--- config.mk ---
export PLATFORM = sky130hd
export DESIGN_NAME = pwm_bidir_multi
export DESIGN_NICKNAME = d
export VERILOG_FILES = /design/src/rtl/pwm_bidir_multi.sv
export SDC_FILE = /design/constraint.sdc
export NUM_CORES = 1
export LEC_CHECK = 0
export ABC_AREA = 1
export BUFFER_PORTS_ARGS = -buffer_cell sky130_fd_sc_hd__buf_2
export CAP_MARGIN = 20
export CORE_UTILIZATION = 50
export CTS_BUF_LIST = sky130_fd_sc_hd__clkbuf_8
export CTS_CLUSTER_DIAMETER = 120
export DETAILED_ROUTE_END_ITERATION = 6
export PLACE_DENSITY = 0.66
export SYNTH_ARGS = -nofsm -noshare
export SYNTH_HDL_FRONTEND = slang
export SYNTH_SLANG_ARGS = --single-unit
--- constraint.sdc ---
create_clock -name clk -period 4.5 [get_ports clk]
set_input_delay 0.225 -clock clk [delete_from_list [all_inputs] [get_ports clk]]
set_output_delay 0.225 -clock clk [all_outputs]
set_load 0.02 [all_outputs]
--- src/rtl/pwm_bidir_multi.sv ---
// pwm_bidir_multi
// Multi-channel bidirectional PWM generator for H-bridge gate drivers.
// Each channel turns a signed command into dir1/dir2/pwm_out. Commands land
// in a shadow register and are promoted to the active register on a period
// boundary. Every direction change passes through a dead-time state.
// Optional build macro: CENTER_ALIGNED_EN selects an up/down (centre-aligned)
// period counter; when it is undefined the counter is an edge-aligned sawtooth.
module pwm_bidir_multi #(
  parameter int NUM_CH          = 2,
  parameter int CMD_W           = 16,
  parameter int CNT_W           = 16,
  parameter int MAX_COUNT       = 4000,
  parameter int DEADTIME_CYCLES = 3,
  parameter int DT_W            = 8
) (
  input  logic                    clk,
  input  logic                    reset_n,
  input  logic                    enable,
  input  logic [NUM_CH*CMD_W-1:0] cmd,
  input  logic [NUM_CH-1:0]       cmd_valid,
  output logic [NUM_CH-1:0]       dir1,
  output logic [NUM_CH-1:0]       dir2,
  output logic [NUM_CH-1:0]       pwm_out,
  output logic [NUM_CH-1:0]       sat_flag,
  output logic                    period_start
);

  // Width wide enough to compare the (CMD_W+1)-bit magnitude with MAX_COUNT.
  localparam int AW = ((CMD_W + 1) > CNT_W) ? (CMD_W + 1) : CNT_W;

  localparam logic [CNT_W-1:0] CNT_ZERO = '0;
  localparam logic [CNT_W-1:0] CNT_ONE  = CNT_W'(1);
  localparam logic [CNT_W-1:0] CNT_LAST = CNT_W'(MAX_COUNT - 1);
  localparam logic [CNT_W-1:0] MAG_MAX  = CNT_W'(MAX_COUNT);
  localparam logic [AW-1:0]    MAG_MAX_W = AW'(MAX_COUNT);
  localparam logic [DT_W-1:0]  DT_LOAD  = DT_W'(DEADTIME_CYCLES);
  localparam logic [DT_W-1:0]  DT_ONE   = DT_W'(1);

  typedef enum logic [1:0] {
    DIR_STOP = 2'd0,
    DIR_CW   = 2'd1,
    DIR_CCW  = 2'd2
  } dir_t;

  typedef enum logic [1:0] {
    ST_IDLE = 2'd0,
    ST_CW   = 2'd1,
    ST_CCW  = 2'd2,
    ST_DEAD = 2'd3
  } state_t;

  // Run state that corresponds to a commanded direction.
  function automatic state_t dir_to_state(input dir_t d);
    state_t s;
    case (d)
      DIR_CW:  s = ST_CW;
      DIR_CCW: s = ST_CCW;
      default: s = ST_IDLE;
    endcase
    return s;
  endfunction

  // ------------------------------------------------------------------
  // Shared period counter
  // ------------------------------------------------------------------
  logic [CNT_W-1:0] cnt_reg;
  logic [CNT_W-1:0] cnt_next;
  logic             boundary;   // edge on which shadow is promoted to active
  logic             ps_pulse;   // counter position that raises period_start

`ifdef CENTER_ALIGNED_EN
  logic up_reg;
  logic up_next;

  // Triangle count: up to MAX_COUNT-1, down to 0, held at 0 while disabled.
  always_comb begin
    cnt_next = cnt_reg;
    up_next  = up_reg;
    if (!enable) begin
      cnt_next = CNT_ZERO;
      up_next  = 1'b1;
    end else if (up_reg) begin
      if (cnt_reg == CNT_LAST) begin
        cnt_next = cnt_reg - CNT_ONE;
        up_next  = 1'b0;
      end else begin
        cnt_next = cnt_reg + CNT_ONE;
      end
    end else begin
      if (cnt_reg == CNT_ZERO) begin
        cnt_next = CNT_ONE;
        up_next  = 1'b1;
      end else begin
        cnt_next = cnt_reg - CNT_ONE;
      end
    end
  end

  // Direction register of the triangle counter.
  always_ff @(posedge clk or negedge reset_n) begin
    if (!reset_n) begin
      up_reg <= 1'b1;
    end else begin
      up_reg <= up_next;
    end
  end

  // Both the update and the period marker sit at the valley of the triangle.
  assign boundary = enable && !up_reg && (cnt_reg == CNT_ZERO);
  assign ps_pulse = boundary;
`else
  // Sawtooth count 0..MAX_COUNT-1, held at 0 while disabled.
  always_comb begin
    cnt_next = cnt_reg;
    if (!enable) begin
      cnt_next = CNT_ZERO;
    end else if (cnt_reg == CNT_LAST) begin
      cnt_next = CNT_ZERO;
    end else begin
      cnt_next = cnt_reg + CNT_ONE;
    end
  end

  assign boundary = enable && (cnt_reg == CNT_LAST);
  assign ps_pulse = enable && (cnt_reg == CNT_ZERO);
`endif

  // Period counter register.
  always_ff @(posedge clk or negedge reset_n) begin
    if (!reset_n) begin
      cnt_reg <= CNT_ZERO;
    end else begin
      cnt_reg <= cnt_next;
    end
  end

  // period_start is a registered copy of the counter-position pulse.
  logic period_start_reg;
  always_ff @(posedge clk or negedge reset_n) begin
    if (!reset_n) begin
      period_start_reg <= 1'b0;
    end else begin
      period_start_reg <= ps_pulse;
    end
  end
  assign period_start = period_start_reg;

  // ------------------------------------------------------------------
  // Per-channel datapath and direction FSM
  // ------------------------------------------------------------------
  for (genvar gi = 0; gi < NUM_CH; gi++) begin : g_ch
    logic [CMD_W-1:0] cmd_ch;
    logic [CMD_W:0]   cmd_ext;
    logic [CMD_W:0]   cmd_abs;
    logic [AW-1:0]    abs_w;
    logic             clip;
    logic [CNT_W-1:0] mag_in;
    dir_t             dir_in;

    // Magnitude is formed one bit wider than the command so that the most
    // negative command converts exactly before it is clipped.
    assign cmd_ch  = cmd[gi*CMD_W +: CMD_W];
    assign cmd_ext = {cmd_ch[CMD_W-1], cmd_ch};
    assign cmd_abs = cmd_ch[CMD_W-1] ? ((CMD_W+1)'(0) - cmd_ext) : cmd_ext;
    assign abs_w   = AW'(cmd_abs);
    assign clip    = (abs_w > MAG_MAX_W);
    assign mag_in  = clip ? MAG_MAX : CNT_W'(abs_w);
    assign dir_in  = (cmd_ch == '0)      ? DIR_STOP :
                     cmd_ch[CMD_W-1]     ? DIR_CCW  : DIR_CW;

    dir_t             sh_dir_reg;
    logic [CNT_W-1:0] sh_mag_reg;
    logic             sh_sat_reg;
    dir_t             act_dir_reg;
    logic [CNT_W-1:0] act_mag_reg;
    logic             act_sat_reg;

    // Shadow register: last write in a period wins; kept across disable.
    always_ff @(posedge clk or negedge reset_n) begin
      if (!reset_n) begin
        sh_dir_reg <= DIR_STOP;
        sh_mag_reg <= CNT_ZERO;
        sh_sat_reg <= 1'b0;
      end else if (cmd_valid[gi]) begin
        sh_dir_reg <= dir_in;
        sh_mag_reg <= mag_in;
        sh_sat_reg <= clip;
      end
    end

    // Active register: promoted from shadow only at the boundary edge,
    // cleared whenever the block is disabled.
    always_ff @(posedge clk or negedge reset_n) begin
      if (!reset_n) begin
        act_dir_reg <= DIR_STOP;
        act_mag_reg <= CNT_ZERO;
        act_sat_reg <= 1'b0;
      end else if (!enable) begin
        act_dir_reg <= DIR_STOP;
        act_mag_reg <= CNT_ZERO;
        act_sat_reg <= 1'b0;
      end else if (boundary) begin
        act_dir_reg <= sh_dir_reg;
        act_mag_reg <= sh_mag_reg;
        act_sat_reg <= sh_sat_reg;
      end
    end

    state_t          state_reg;
    state_t          state_next;
    logic [DT_W-1:0] dead_reg;
    logic [DT_W-1:0] dead_next;
    dir_t            tgt_reg;     // direction the dead time is leading into
    dir_t            tgt_next;

    // FSM state, dead-time counter and pending direction.
    always_ff @(posedge clk or negedge reset_n) begin
      if (!reset_n) begin
        state_reg <= ST_IDLE;
        dead_reg  <= '0;
        tgt_reg   <= DIR_STOP;
      end else begin
        state_reg <= state_next;
        dead_reg  <= dead_next;
        tgt_reg   <= tgt_next;
      end
    end

    // Next-state: any change of commanded direction goes through DEAD; a
    // further change while in DEAD restarts the dead time.
    always_comb begin
      state_next = state_reg;
      dead_next  = dead_reg;
      tgt_next   = tgt_reg;
      if (!enable) begin
        state_next = ST_IDLE;
        dead_next  = '0;
        tgt_next   = DIR_STOP;
      end else begin
        case (state_reg)
          ST_IDLE: begin
            if (act_dir_reg != DIR_STOP) begin
              state_next = ST_DEAD;
              dead_next  = DT_LOAD;
              tgt_next   = act_dir_reg;
            end
          end
          ST_CW: begin
            if (act_dir_reg != DIR_CW) begin
              state_next = ST_DEAD;
              dead_next  = DT_LOAD;
              tgt_next   = act_dir_reg;
            end
          end
          ST_CCW: begin
            if (act_dir_reg != DIR_CCW) begin
              state_next = ST_DEAD;
              dead_next  = DT_LOAD;
              tgt_next   = act_dir_reg;
            end
          end
          ST_DEAD: begin
            if (act_dir_reg != tgt_reg) begin
              dead_next = DT_LOAD;
              tgt_next  = act_dir_reg;
            end else if (dead_reg <= DT_ONE) begin
              state_next = dir_to_state(act_dir_reg);
              dead_next  = '0;
            end else begin
              dead_next = dead_reg - DT_ONE;
            end
          end
          default: begin
            state_next = ST_IDLE;
            dead_next  = '0;
            tgt_next   = DIR_STOP;
          end
        endcase
      end
    end

    logic dir1_reg;
    logic dir2_reg;
    logic pwm_reg;

    // Registered pin drivers; dir1/dir2 derive from one state so they can
    // never be high together, and DEAD/IDLE force everything low.
    always_ff @(posedge clk or negedge reset_n) begin
      if (!reset_n) begin
        dir1_reg <= 1'b0;
        dir2_reg <= 1'b0;
        pwm_reg  <= 1'b0;
      end else if (!enable) begin
        dir1_reg <= 1'b0;
        dir2_reg <= 1'b0;
        pwm_reg  <= 1'b0;
      end else begin
        dir1_reg <= (state_reg == ST_CW);
        dir2_reg <= (state_reg == ST_CCW);
        pwm_reg  <= ((state_reg == ST_CW) || (state_reg == ST_CCW)) &&
                    (cnt_reg < act_mag_reg);
      end
    end

    assign dir1[gi]     = dir1_reg;
    assign dir2[gi]     = dir2_reg;
    assign pwm_out[gi]  = pwm_reg;
    assign sat_flag[gi] = act_sat_reg;
  end

endmodule
## Word-level counts from Yosys, hierarchy flattened

Cells that the tools add are included.
Widths: inputs -> output; s select.

| storage, ports and cells | value |
|---|---|
| flip-flop bits (word level) | 123 |
| latch bits | 0 |
| RAM bits | 0 |
| ROM bits | 0 |
| bits of input ports | 37 |
| output and inout port bits | 9 |
| logic and storage cells | 156 |
| memories | 0 |

| cells by class | value |
|---|---|
| add/subtract/negate cells | 5 |
| multipliers | 0 |
| div/mod/pow operators | 0 |
| $lt $le $gt $ge | 6 |
| equality and inequality tests | 30 |
| shift operators | 0 |
| mux-type cells | 70 |
| bitwise operators | 0 |
| reductions and logical operators | 19 |

Operators with widths:

| kind | count |
|---|---|
| $mux 16 | 8 |
| $mux 8 | 12 |
| $pmux 8 s4 | 2 |
| $mux 2 | 30 |
| $logic_not 16->1 | 3 |
| $ne 3x3->1 const B | 12 |
| $gt 17x12->1 const B | 2 |
| $mux 17 | 2 |
| $sub 1x16->17 const A | 2 |
| $lt 16x16->1 | 2 |
| $pmux 2 s4 | 4 |
| $add 16x1->16 const B | 1 |
| $eq 16x12->1 const B | 1 |
| $le 8x1->1 const B | 2 |
| $sub 8x1->8 const B | 2 |
| $eq 2x2->1 const B | 6 |
| $mux 1 | 10 |
| $reduce_and 5->1 | 2 |
| $eq 2x1->1 const B | 4 |
| $pmux 2 s2 | 2 |
| $reduce_and 4->1 | 2 |
| $ne 2x1->1 const B | 3 |
| $reduce_and 3->1 | 2 |
| $logic_and 1x1->1 | 4 |
| 5 further kinds | 10 |

## Longest topological paths before layout

Gate-level depths: netlist of run 1.

| logic depth | value |
|---|---|
| depth after elaboration | 6 |
| mapped depth | 15 |
| mapped depth without buffers | 14 |

## Worst setup path before layout of run 1

Ideal clock, no wire load.

| timing path | value |
|---|---|
| path kind | register -> register |
| start | register cnt_reg[1] |
| end | register cnt_reg[14] |
| library setup time | 0.119 ns |
| data arrival time | 1.541 ns |
| data required time | 4.381 ns |
| setup slack | 2.841 ns |
| stages on the path, launching flop included | 9 |
| buffers on the path | 0 |
| cells stage by stage | dfrtp_1 ha_1 nand3_1 nor2_1 nand4_1 or2_2 nor3_2 a21oi_1 o21a_1 |

| between the ends | value |
|---|---|
| word-level cells in the longest chain between the ends | 3 |

RTL lines:

| item | line | RTL |
|---|---|---|
| start, declared | 66 | `logic [CNT_W-1:0] cnt_reg;` |
| start signal, assigned | 133 | `cnt_reg <= cnt_next;` |
| $add 16x1->16 or $eq 16x12->1 (tied branches) | 120, 117 |  |
| $mux 16 * | 117 | `end else if (cnt_reg == CNT_LAST) begin` |
| $mux 16 * | 115 | `if (!enable) begin` |
| named net cnt_next[14] | 67 | `logic [CNT_W-1:0] cnt_next;` |

The timed path passes the listed nets; every way through them passes the cells marked *.
A chain may end at the register's enable or synchronous reset.

## Worst setup path in the final report of run 1

Same ends and word-level chain as after synthesis.

==> results of run 1 <==
[worst max-delay path, cell delays in order (launching register included)]
cell and delay (ns):
sky130_fd_sc_hd__dfrtp_1 0.43, sky130_fd_sc_hd__ha_1 0.21, sky130_fd_sc_hd__nand3_1 0.14, sky130_fd_sc_hd__nor3_1 0.18, sky130_fd_sc_hd__and3_1 0.24, sky130_fd_sc_hd__nor2_4 0.09, sky130_fd_sc_hd__inv_1 0.49, sky130_fd_sc_hd__buf_8 0.25
sky130_fd_sc_hd__a21oi_1 0.06, sky130_fd_sc_hd__o21a_1 0.10
[layer usage]
| metal | GRT usage, % | part of all wire, % |
|---|---|---|
| met2 | 33.28 | 46 |
| met3 | 4.982 | 3.7 |
| met1 | 29.13 | 49 |
| met4 | 7.154 | 1.5 |
| met5 | 0 | 0 |
[synthesized netlist by cell type (all sizes together) (4+ instances only)]
cell    count
or2        13
nand3b     11
xor2       18
nand3      98
nor3       27
inv       151
o22ai       9
nor2       77
buf        27
o21ai      65
o211ai      4
a21oi      38
ha         46
xnor2       5
o31ai       6
dfrtp     123
clkbuf      7
nand4       7
nand2     178
[cell type report]
class | count | area [um^2] | share of cell area, %
flip-flops and latches | 123 | 3078 | 38.49
clock buffers | 20 | 275.3 | 3.442
clock inverters | 11 | 105.1 | 1.314
multi-input cells | 618 | 3467 | 43.36
well taps | 180 | 225.2 | 2.816
repair buffers | 50 | 275.3 | 3.442
inverters | 152 | 570.5 | 7.135
[worst paths after layout]
kind / startpoint / endpoint / slack [ns] / depth (start not counted)
max in group asynchronous: reset_n / g_ch[0].act_mag_reg[4] / 3.50 / 3
min: cmd[0] / g_ch[0].sh_mag_reg[0] / 0.04 / 3
min reg2reg: g_ch[1].dead_reg[6] / g_ch[1].dead_reg[6] / 0.47 / 1
max reg2reg: cnt_reg[1] / cnt_reg[14] / 2.20 / 9
max: cnt_reg[1] / cnt_reg[14] / 2.20 / 9
min in group asynchronous: reset_n / g_ch[1].dead_reg[4] / 0.48 / 3
[per-stage QoR]
stage,setup slack [ns],util [%]
6_report,2.201,56.73
5_1_grt,1.970,56.73
4_1_cts,1.981,56.62
3_5_place_dp,1.869,53.85
3_3_place_gp,1.934,53.85
2_1_floorplan,2.841,-
[logic make-up (layout without fill, tap and decap cells)]
kind of cell,after synthesis,count (layout),share of synthesized area [%]
AO/OA/AOI/OAI,130,130,9.828
XOR/XNOR,23,23,2.742
AND/OR/NAND/NOR,419,419,26.79
flip-flops,123,123,41.90
buffers and inverters,186,233,10.90
adder cells (fa/ha/maj),46,46,7.835
[power by group through the flow]
stage	clock network, mW	logic (mW)	registers (mW)
floorplan	0	0.562	1.28
global placement	0	0.696	1.30
detailed placement	0	0.706	1.30
CTS	0.967	0.713	1.28
global route	1.01	0.818	1.30
finish	0.944	0.709	1.28
==> results.md, run 1 <==
Logic synthesis:
- In the synthesized netlist the dominant register cell turns out to be sky130_fd_sc_hd__dfrtp_1.
- The number of nets handed over by synthesis was 1010.
- Synthesis produced 927 cells.
- By area the synthesized netlist is led by sky130_fd_sc_hd__dfrtp_1 (42%), sky130_fd_sc_hd__nand2_1 (9.0%), sky130_fd_sc_hd__ha_1 (7.8%).
- The number of enable flip-flop cells after synthesis is 0.
- Summing the sequential cell areas from Yosys gives 41.90% of the chip area.
- The largest area contributor in the synthesized netlist is sky130_fd_sc_hd__dfrtp_1.
- Yosys printed 0 warnings.
- The average instance area after synthesis is 7.924 um^2.
- Synthesis instantiated 43 different standard cells from the library.
- The area share of the largest cell type after synthesis is 41.90%.
- After synthesis the netlist holds a flip-flop and latch count of 123.
- The post-synth design cell area is 7346 um^2.
- The async set-reset flop share out of synthesis is 100.0%.

CTS:
- The TritonCTS clock tree is done.
- Clock tree synthesis selected as its root buffer the cell sky130_fd_sc_hd__clkbuf_8.
- The largest buffer count on any clock path is 2.
- The register clock-pin slew on the reported worst setup and hold paths is 0.07 ns.
- The number of levels in the clock H-tree is 4.
- The number of buffers added by the clock tree synthesis step is 17.
- The buffer count from post-CTS setup fixing is 0.
- The clock net in this run drives a total of 123 sinks.
- The number of gates resized after cts is 0.
- The hold-fix buffer count after cts is 1.
- The later pin in the worst-skew pair is clocked with a latency of 0.45 ns.

Global route:
- The number of global-route vias before repair is 5444.
- Entering global routing, the biggest net connects 63 pins.
- The overflow left after global routing is 0.
- The overall fraction of global-route tracks in use is 21.33%.
- The wire length of the first global-routing pass is 25250 um.
- The number of antenna violations at the first check in global routing is 0.

Layout:
- The fill cell total of the finished layout is 1407.
- The library cell used most frequently in the layout, excluding fill and tap cells, is sky130_fd_sc_hd__nand2_1.
- The number of antenna diodes in the final layout is 0.
- The signed area change from the synthesized netlist to the final layout is 8.857%.
- The share of final-layout standard cells stronger than drive strength 1 is 12.53%.
- In the layout the commonest cells are sky130_fd_sc_hd__nand2_1 (176), sky130_fd_sc_hd__inv_1 (150), sky130_fd_sc_hd__dfrtp_1 (123).
- The finished layout holds 1154 standard cells, fillers aside.
- The total number of nets in the final design is 1045.
- Once layout is done, the placed cells without fillers occupy 7996 um^2.

STA:
- The worst hold slack is 0.03925 ns.
- Setup repair after global routing left no endpoint under its margin.
- The transition at the pin with the smallest max-transition slack is 0.9752 ns.
- The largest clock skew in the final design is 0.01121 ns.
- The hold violation count in the final report was 0.
- The final setup violation count is 0.
- In the final timing run, aggregate negative setup slack is 0 ns.
- The max-slew violation count is 0.
- The worst path uses 51.09% of the clock period.
- Headroom to the max-slew limit came out at 34.99%.
- Timing would allow up to 435.0 MHz.
- The worst path needs 2.299 ns of the cycle, external delays included.

Pwr:
- The sum of internal, switching and leakage power is 2.935 mW.
- The combinational share of power is 24.2%.
- Net switching is 32.35% of the power.
- The analysis attributes to net switching a power of 0.9493 mW.
- The share of total power dissipated in sequential elements is 43.7%.
- Across the VDD grid, the largest voltage drop is 0.0001749 V.
- The analysis attributes to cell leakage a power of 4.028 nW.
- The internal power of the cells totals 1.985 mW.
- The proportion of power drawn by the clock network is 32.2%.
- Power spread over the standard cell area amounts to 367.0 nW/um^2.

Critical path:
- At the worst endpoint, the required time is 4.84 ns.
- By startpoint and endpoint, the worst setup path is classified as reg -> reg.
- The data arrival at the endpoint of the critical path is 2.64 ns.
- Along the worst path, the maximum fanout reaches 23.
- The critical path launch point type is a flip-flop.
- STA classifies the critical path endpoint as a flip-flop.

Floorplan:
- Once the floorplan was initialized, standard cells occupied 52.11% of the core.
- The number of cell rows is 43.
- The core region is 14100 um^2.
- For this design the top-level I/O count stands at 46.
- In this run the horizontal extent of the chip is 123.2 um.
- The full die area is 15180 um^2.
- In this run the vertical extent of the chip is 123.2 um.

Placement:
- In this run the tool buffered the top-level ports with 45 buffer cells.
- In this run, placement finished with an instance count of 1121.
- At the end of routability-driven placement, the weighted congestion stood at 0.8385.
- Once detailed placement completed, the half-perimeter wirelength came to 10470 um.
- The total placed instance area is 7591 um^2.

Drt:
- Dividing the detail-routed via count by the number of cells gives 5.050.
- After the first detailed-routing iteration, the DRC count stood at 293.
- The routed length per instance is 12.44 um.
- The count of nets left with antenna violations once routing finished came out at 0.
- In the routed design, unresolved DRC markers number 0.
- The total wire length after detailed routing is 14350 um.
- For this run, the detailed router's first-pass iteration total came to 4.
- The via count is 5828.

Min path:
- The path class of the tightest hold or removal check is in -> reg.

Job:
- Max-cap violations in this run came to 0.

Status:
- The flow ran to the end, and the final reports show no timing, DRC or antenna violations.
No activity file was read; power rests on OpenSTA's default activity.
==> run 2: changes to the inputs <==
Clock period 4.5 ns to 2.3 ns, I/O delays scaled along.
==> run 2 against run 1 <==
Compared with the run above: count of clock-buffer cells in the layout is 2 lower; final cell count is 0.95% higher; setup slack worse by 1.9 ns; clock power is 98% higher; cell area is 1.5% higher; die area stayed put; register-to-register slack worse by 1.8 ns; sequential power is 96% higher; global-route usage is 0.69 points higher; total power is 97% higher; via count is 1.1% higher.
==> results.md, run 2 (same netlist as run 1, synthesis figures left out) <==
Pwr:
- The clock network burns 32.3% of the power.
- The ratio of total power to cell area is 711.8 nW/um^2.
- The share of total power consumed by net switching is 31.74%.
- Internal power comes to 3.944 mW.
- The combinational share of power is 24.3%.
- Of the total power, registers draw 43.4%.
- For this design the total switching power over the nets is 1.834 mW.
- The worst ir drop on vdd is 0.0004055 V.
- Summed over all cells, the static leakage comes to 4.093 nW.

Floorplan:
- The die is 123.2 um wide.
- The area of the core region is 14100 um^2.
- The full die area is 15180 um^2.
- The floorplan has 43 rows.
- Pin placement for this block handled 46 I/O pins.
- The die extent in y is 123.2 um.
- The starting utilization of the core area is 52.11%.

Layout:
- The fill cell total of the finished layout is 1317.
- The number of antenna repair diodes is 0.
- The final layout contains 1057 nets.
- The signed area change from the synthesized netlist to the final layout is 10.51%.
- The post-route netlist has 13.10% of its cells at a drive strength greater than 1.
- The end-of-flow core utilization is 57.59%.
- The post-route cell area is 8118 um^2.
- In the layout the commonest cells are sky130_fd_sc_hd__nand2_1 (176), sky130_fd_sc_hd__inv_1 (149), sky130_fd_sc_hd__dfrtp_1 (123).
- The most common cell after layout, fill and taps aside is sky130_fd_sc_hd__nand2_1.

STA:
- The headroom to the max-slew limit is 62.44%.
- The clock period could shrink to 2.008 ns.
- The worst path meets setup with 0.2918 ns of slack.
- The hold violation count in the final report came to 0.
- Setup total negative slack on the finished layout was measured at 0 ns.
- The max-slew violation count is 0.
- The clock arrives with 0.009064 ns of skew.
- The transition at the pin with the smallest max-transition slack is 0.5635 ns.
- Of the available clock period, the critical path in the final layout requires 87.31%.
- Based on the critical path, the design can be clocked at up to 498.0 MHz.
- Setup repair after global routing left no endpoint under its margin.
- The final setup violation count is 0.

CTS:
- Clock tree synthesis selected as its root buffer the cell sky130_fd_sc_hd__clkbuf_8.
- Post-CTS timing repair inserted 0 buffers for setup.
- The H-tree generated during clock tree synthesis spans 4 levels.
- TritonCTS built the clock tree.
- The count of clock tree sinks is 123.
- The register clock-pin slew on the reported worst setup and hold paths is 0.07 ns.
- The clock insertion delay at the later pin of the skew report is 0.44 ns.
- In this run, CTS created clock tree buffers numbering 17.
- The clock passes through at most 2 buffers.

Global route:
- The overall fraction of global-route tracks in use is 22.02%.
- The maximum number of pins on one net before global-route repair is 45.
- The number of antenna violations at the first check in global routing is 0.
- The wire length of the first global-routing pass is 26050 um.
- The overflow left after global routing is 0.
- The number of global-route vias before repair is 5547.

Placement:
- The HPWL after detailed placement is 10790 um.
- At the end of routability-driven placement, the weighted congestion stood at 0.8506.
- OpenSTA, run right after detailed placement, puts the worst setup slack at 0.3550 ns.
- The total placed instance area is 7676 um^2.
- Port buffering added 45 buffers.

Drt:
- The post-route antenna net violation count is 0.
- The via count is 5891.
- The pre-antenna-repair detailed-routing pass consisted of 5 iterations.
- After detailed routing, the number of remaining DRC violations is 0.
- The count of routing violations after the opening detailed-route iteration is 360.
- The total wire length after detailed routing is 14890 um.
- The routed length per instance is 12.78 um.
- The vias per cell is 5.057.

Critical path:
- Data on the critical path is required at its endpoint by 2.64 ns.
- The highest net fanout along the worst path is 13.
- The critical path launch point type is an input pin.
- The critical path starts at cmd[0].
- The startpoint identified for the worst register-to-register timing path is cnt_reg[1].
- By startpoint and endpoint, the worst setup path is classified as in -> reg.
- Data arrives at the worst endpoint at 2.35 ns.
- The type of element capturing the critical path is a flip-flop.

Status:
- The flow ran to the end, and the final reports show no timing, DRC or antenna violations.

Min path:
- The worst min-delay path class is in -> reg.
- The launch instance of the worst min-delay path is cmd_valid[1].

Job:
- The max capacitance violation total is 0.
run 2: changes by cell type in the layout (fill, tap and decap cells not counted), sizes merged:
| cell | delta |
|---|---|
| clkinv | +2 |
| bufinv | +1 |
| clkinvlp | -1 |
| buf | +7 |
| dlygate4sd3 | +5 |
| inv | -1 |
| clkbuf | -2 |
run 2: through the flow:
step	hold slack, ns	std cells	total power, mW
after CTS	0.008321	1165	5.850
after global routing	0.01132	1165	6.190
after global placement	0.1474	1129	3.934
after detailed placement	0.1491	1129	3.946
after floorplan	-0.1806	927	3.612
final	0.02438	1165	5.778
run 2: power by group through the flow:
stage / logic (mW) / clock network [mW] / registers (mW)
detailed placement: 1.40 / 0 / 2.55
global placement: 1.39 / 0 / 2.55
floorplan: 1.10 / 0 / 2.51
finish: 1.40 / 1.87 / 2.51
global route: 1.62 / 2.03 / 2.54
CTS: 1.41 / 1.93 / 2.51
run 2: layout make-up:
class,count,area (um^2),share of cell area [%]
clock buffers,18,247.7,3.052
clock inverters,12,133.9,1.649
inverters,152,570.5,7.028
multi-input cells,618,3467,42.71
flip-flops and latches,123,3078,37.92
well taps,180,225.2,2.774
repair buffers,62,395.4,4.871
run 2: final timing paths:
| path | end | slack [ns] | depth (start not counted) |
|---|---|---|---|
| worst max-delay path | g_ch[0].sh_mag_reg[8] | 0.29 | 13 |
| worst min-delay path | g_ch[1].sh_mag_reg[12] | 0.02 | 2 |
| worst max register to register | g_ch[0].act_mag_reg[5] | 0.40 | 7 |
| worst min register to register | g_ch[0].sh_mag_reg[2] | 0.48 | 2 |
| max in group asynchronous | g_ch[1].sh_mag_reg[4] | 1.47 | 3 |
| min in group asynchronous | g_ch[1].dead_reg[1] | 0.20 | 2 |
run 2: layer usage:
layer  global-route usage (%)  wire, um  vias to the layer above
li1                         -         -                     3078
met1                    29.65      7289                     2708
met2                    35.61      6957                       91
met3                    4.751       475                       14
met4                    6.476       162                        0
met5                        0         0                        -
run 2: repair_timing:
action / 4_1_cts / 5_1_grt
hold buffers: 6 / 0
endpoints found under the hold margin: 48 / 0
resized for setup: 0 / 0
run 2: worst max-delay path, stage by stage:
cell,delay (ns)
sky130_fd_sc_hd__dlygate4sd3_1,0.53
sky130_fd_sc_hd__buf_2,0.13
sky130_fd_sc_hd__inv_1,0.08
sky130_fd_sc_hd__ha_1,0.22
sky130_fd_sc_hd__nand2_2,0.11
sky130_fd_sc_hd__nor2_1,0.12
sky130_fd_sc_hd__nand2_1,0.10
sky130_fd_sc_hd__nand3b_1,0.15
sky130_fd_sc_hd__nand3_2,0.10
sky130_fd_sc_hd__nor3_4,0.43
sky130_fd_sc_hd__nand3_1,0.16
sky130_fd_sc_hd__nand2_1,0.08
sky130_fd_sc_hd__inv_1,0.03
